**src/rtl/sp1_ram_pkg.sv**
```systemverilog
// Shared SP1 RAM constants and request decode.
// Holds the address/data widths, depth and reset data value used by the
// load/store working memory, plus the request classification helper.
package sp1_ram_pkg;

    // RAM geometry shared across the SP1 core.
    localparam int unsigned SP1_RAM_AW    = 6;
    localparam int unsigned SP1_RAM_DW    = 32;
    localparam int unsigned SP1_RAM_DEPTH = 1 << SP1_RAM_AW;

    // Value loaded into dout (and, optionally, memory) on reset.
    localparam logic [31:0] SP1_RAM_RST_DATA = 32'h0000_0000;

    // One request per clock; reset outranks everything else.
    typedef enum logic [1:0] {
        ReqIdle,
        ReqRead,
        ReqWrite,
        ReqReset
    } req_e;

    // Classify the current cycle. cs is tested before we so that an
    // unknown we/adr/din on an idle cycle never reaches the storage.
    function automatic req_e decode_req(input logic rst, input logic cs, input logic we);
        req_e req;
        if (rst) begin
            req = ReqReset;
        end else if (!cs) begin
            req = ReqIdle;
        end else if (we) begin
            req = ReqWrite;
        end else begin
            req = ReqRead;
        end
        return req;
    endfunction

endpackage

```
**src/rtl/sp1_ram_core.sv**
```systemverilog
// Bare storage array for the SP1 data RAM: one synchronous write port and a
// registered read port sharing a single address. All control decisions
// (request decode, reset priority) are made by the wrapper.
module sp1_ram_core #(
    parameter int unsigned     AW     = 6,
    parameter int unsigned     DW     = 32,
    parameter logic [DW-1:0]   RstVal = '0
) (
    input  logic          clk,
    input  logic          wr_en,
    input  logic          rd_en,
    input  logic          dout_clr,
    input  logic          mem_clr,
    input  logic [AW-1:0] adr,
    input  logic [DW-1:0] din,
    output logic [DW-1:0] dout
);

    localparam int unsigned Depth = 1 << AW;

    logic [DW-1:0] mem [Depth];

    // Storage update: bulk clear wins over a single-word write.
    always_ff @(posedge clk) begin
        if (mem_clr) begin
            for (int unsigned i = 0; i < Depth; i++) begin
                mem[AW'(i)] <= RstVal;
            end
        end else if (wr_en) begin
            mem[adr] <= din;
        end
    end

    // Read register: holds its value across writes and idle cycles.
    always_ff @(posedge clk) begin
        if (dout_clr) begin
            dout <= RstVal;
        end else if (rd_en) begin
            dout <= mem[adr];
        end
    end

endmodule

```
**src/rtl/sp1_ram.sv**
```systemverilog
// SP1 single-port data RAM, 2^AW words of DW bits, one access per clock.
// Decodes cs/we into a read or write for the storage core and gives a
// synchronous active-high reset priority over any request.
// Build option: define SP1_RAM_RESET_CLEAR_EN to also zero every memory word
// on a reset edge; by default only dout is reset and memory is left intact.
module sp1_ram
    import sp1_ram_pkg::*;
#(
    parameter int unsigned AW = SP1_RAM_AW,
    parameter int unsigned DW = SP1_RAM_DW
) (
    input  logic          clk,
    input  logic          rst,
    input  logic          cs,
    input  logic          we,
    input  logic [AW-1:0] adr,
    input  logic [DW-1:0] din,
    output logic [DW-1:0] dout
);

    req_e req;
    logic wr_en;
    logic rd_en;
    logic dout_clr;
    logic mem_clr;

    // Classify this cycle's request.
    always_comb begin
        req = decode_req(rst, cs, we);
    end

    // Turn the request into core strobes; idle leaves everything untouched.
    always_comb begin
        wr_en    = 1'b0;
        rd_en    = 1'b0;
        dout_clr = 1'b0;
        unique case (req)
            ReqIdle:  ;
            ReqRead:  rd_en = 1'b1;
            ReqWrite: wr_en = 1'b1;
            ReqReset: dout_clr = 1'b1;
            default:  ;
        endcase
    end

    // Memory clear follows reset only in the clearing build.
`ifdef SP1_RAM_RESET_CLEAR_EN
    always_comb begin
        mem_clr = dout_clr;
    end
`else
    always_comb begin
        mem_clr = 1'b0;
    end
`endif

    sp1_ram_core #(
        .AW     (AW),
        .DW     (DW),
        .RstVal (DW'(SP1_RAM_RST_DATA))
    ) u_core (
        .clk      (clk),
        .wr_en    (wr_en),
        .rd_en    (rd_en),
        .dout_clr (dout_clr),
        .mem_clr  (mem_clr),
        .adr      (adr),
        .din      (din),
        .dout     (dout)
    );

endmodule

```
**config.mk**
```make
export PLATFORM = sky130hd
export DESIGN_NAME = sp1_ram
export DESIGN_NICKNAME = d
export VERILOG_FILES = /design/src/rtl/sp1_ram_pkg.sv /design/src/rtl/sp1_ram_core.sv /design/src/rtl/sp1_ram.sv
export SDC_FILE = /design/constraint.sdc
export NUM_CORES = 2
export LEC_CHECK = 0
export BUFFER_PORTS_ARGS = -buffer_cell sky130_fd_sc_hd__clkbuf_2
export CAP_MARGIN = 20
export CELL_PAD_IN_SITES_DETAIL_PLACEMENT = 0
export CELL_PAD_IN_SITES_GLOBAL_PLACEMENT = 1
export CORE_MARGIN = 2
export CORE_UTILIZATION = 45
export DETAILED_ROUTE_END_ITERATION = 10
export PLACE_DENSITY = 0.7
export SETUP_SLACK_MARGIN = 0.05
export SYNTH_ARGS = -nofsm -noshare
export SYNTH_HDL_FRONTEND = slang
export SYNTH_SLANG_ARGS = --single-unit
export TNS_END_PERCENT = 20
```
**constraint.sdc**
```tcl
create_clock -name clk -period 3.6 [get_ports clk]
set_input_delay 0 -clock clk [delete_from_list [all_inputs] [get_ports clk]]
set_output_delay 0 -clock clk [all_outputs]
set_load 0.02 [all_outputs]
```
==> flow_metrics.env <==
export IMPL_status="complete, no violations"
export IMPL_slowest_delay_ns=0.96
export IMPL_drc=0
export IMPL_yosys_area_top_type="edfxtp_1"
export IMPL_coreArea_um2=176000
export IMPL_vias=46100
export IMPL_synth_distinct_cells=71
export IMPL_tritoncts="done"
export IMPL_rsz0062_at_grt="false"
export IMPL_crit_slowest_cell="a2111oi_0"
export IMPL_synth_edf_count=2048
export IMPL_powerDensity_nw_per_um2=544
export IMPL_num_nets_final=4561
export IMPL_grt_pass1_wl_um=354000
export IMPL_clkTransAtPathRegs_ns=0.06
export IMPL_cp_max_fo=49
export IMPL_design_die_area_um2=180000
export IMPL_syn_area_um2=79600
export IMPL_post_cts_setup_buffers=0
export IMPL_finalHoldViolCount=0
export IMPL_die_width_um=425
export IMPL_intPower_mw=38.8
export IMPL_timing_critical_path_buf_inv=3
export IMPL_wl_per_cell_um=36.6
export IMPL_worstHoldPathType="input pin to flop"
export IMPL_grt_use_total_pct=28.2
export IMPL_first_global_vias=43500
export IMPL_rows=154
export IMPL_ant_nets=0
export IMPL_cts_htree_levels=4
export IMPL_clock_skew_ns=0.0342
export IMPL_critical_path_class="input pin to flop"
export IMPL_cp_arrival_ns=3.89
export IMPL_start_util_pct=45.3
export IMPL_synth_ff_type="edfxtp_1"
export IMPL_num_io_pins=74
export IMPL_ys_warn_count=0
export IMPL_port_buffers=73
export IMPL_min_period_ns=3.20
export IMPL_max_freq_ghz=0.312
export IMPL_p_leak_nw=29.1
export IMPL_p_clk_share_pct=40.6
export IMPL_ir_drop_mv=0.396
export IMPL_seq_area_frac_synth_pct=78.1
export IMPL_slew_viol_final=0
export IMPL_final_cell_count_no_fill=7028
export IMPL_power_mw=49.9
export IMPL_mostFrequentLayoutCells="edfxtp_1 (2048), buf_4 (284), a221oi_1 (260)"
export IMPL_grt_ovfl_total=0
export IMPL_drt_iter0_drc=7859
export IMPL_fp_dieH_um=425
export IMPL_wirelength_um=258000
export IMPL_cp_cell_sequence="dlygate4sd3_1, buf_8, buf_4, mux4_2, a2111oi_0, o211a_1, a31oi_1"
export IMPL_switching_share_pct=22.1
export IMPL_final_core_util_pct=52.1
export IMPL_critPathCaptureType="flop"
export IMPL_relSlewSlack_pct=20.0
export IMPL_required_ns=4.29
export IMPL_drive_above_1_share_pct=23.9
export IMPL_cts_resized=0
export IMPL_cts_root_buf="clkbuf_16"
export IMPL_cts_buffer_depth=3
export IMPL_final_common_cell="edfxtp_1"
export IMPL_numCtsBuffers=198
export IMPL_ctsHoldBuffers=34
export IMPL_clk_insertion_delay_late_ns=0.86
export IMPL_synth_fp_nets=4207
export IMPL_cts_sinks=2080
export IMPL_ys_ff_latch=2080
export IMPL_worst_slew_pin_slew_ns=1.20
export IMPL_area_growth_pct=15.2
export IMPL_grt_max_degree=65
export IMPL_path_delay_family="buffers and inverters"
export IMPL_dp_cells=6623
export IMPL_maxCapViolations=0
export IMPL_place_hpwl_um=154000
export IMPL_first_pass_iters=7
export IMPL_synth_cells=4165
export IMPL_setup_violations=0
export IMPL_antenna_found_initial=14
export IMPL_viasPerCell=6.56
export IMPL_syn_avg_cell_area_um2=19.1
export IMPL_startpoint_type="input pin"
export IMPL_tns_ns=0
export IMPL_gp_congestion=0.879
export IMPL_switchingPower_mw=11.0
export IMPL_synth_top_cell_area_share_pct=77.3
export IMPL_hold_worst_slack_ns=0.0338
export IMPL_ys_async_sr_fraction_pct=0
export IMPL_seqPwrFrac_pct=53.6
export IMPL_combPwrFrac_pct=5.8
export IMPL_post_route_period_util_pct=88.9
export IMPL_synthTopCellsByArea="edfxtp_1 (77%), mux4_2 (5.0%), a221oi_1 (2.9%)"
==> routing by layer <==
layer  GRT usage, %  vias to the layer above  part of all wire (%)
li1               -                    18200                     -
met1           39.7                    24100                    39
met3           6.18                      568                    11
met4           11.3                        8                   4.4
met2           43.1                     3268                    46
met5              0                        -                 0.021
==> path summary, 6_finish.rpt <==
kind,startpoint,to,slack [ns],depth (start not counted)
hold reg to reg,u_core.dout[10],u_core.dout[10],0.57,2
hold / removal,din[15],u_core.mem[62][15],0.03,1
setup reg to reg,u_core.mem[21][14],u_core.dout[14],1.01,7
setup / recovery,adr[0],u_core.dout[19],0.40,7
==> synth_stat cells, types with 19 or more instances <==
library cell / n
buf_4: 42
edfxtp_1: 2048
buf_2: 110
nand2_1: 88
a31oi_1: 27
o21ai_0: 87
buf_6: 28
a221oi_1: 260
a22o_1: 26
a21oi_1: 118
nand3_1: 25
a221o_1: 28
nor2_1: 176
clkbuf_1: 94
dfxtp_1: 32
mux2_2: 150
mux2i_1: 171
a22oi_1: 132
mux4_2: 175
buf_1: 19
o22ai_1: 93
==> worst register-to-register path: cells and delay by family, from the launching register on <==
kind	cells	cell delay, ns
AO/OA/AOI/OAI	2	0.52
buffers and inverters	2	0.76
flip-flops	1	0.36
multiplexers	1	0.49
AND/OR/NAND/NOR	2	0.35
==> cell families after synthesis <==
kind of cell	after synthesis	synth area share [%]
AO/OA/AOI/OAI	908	8.47
buffers and inverters	298	2.04
flip-flops	2080	78.1
multiplexers	501	9.30
AND/OR/NAND/NOR	378	2.12
==> per-stage QoR <==
step	instance area, um^2	setup WS [ns]
final	91700	0.400
after global routing	91700	0.412
after CTS	91700	0.516
after detailed placement	85100	0.181
after global placement	85100	0.0990
after floorplan	79600	0.461
==> state kept, by name, indices dropped and copies added (netlist names) <==
signal / count
u_core.dout: 32
u_core.mem: 2048
==> power by group through the flow <==
stage | combinational, mW | sequential, mW | clock, mW
floorplan | 1.30 | 27.2 | 0
global placement | 2.75 | 27.2 | 0
detailed placement | 2.79 | 27.3 | 0
CTS | 2.82 | 26.7 | 20.4
global route | 2.97 | 26.7 | 21.3
finish | 2.89 | 26.7 | 20.2
==> final cells by class <==
cell class	count	area, um^2
fill	13900	84200
sequential	2080	62100
multi-input combinational	1787	16400
clock buffer	262	5400
timing repair buffer	447	3980
tap	2340	2930
clock inverter	102	826
inverter	5	28.8
antenna	5	12.5
No activity file was read; power rests on OpenSTA's default activity.
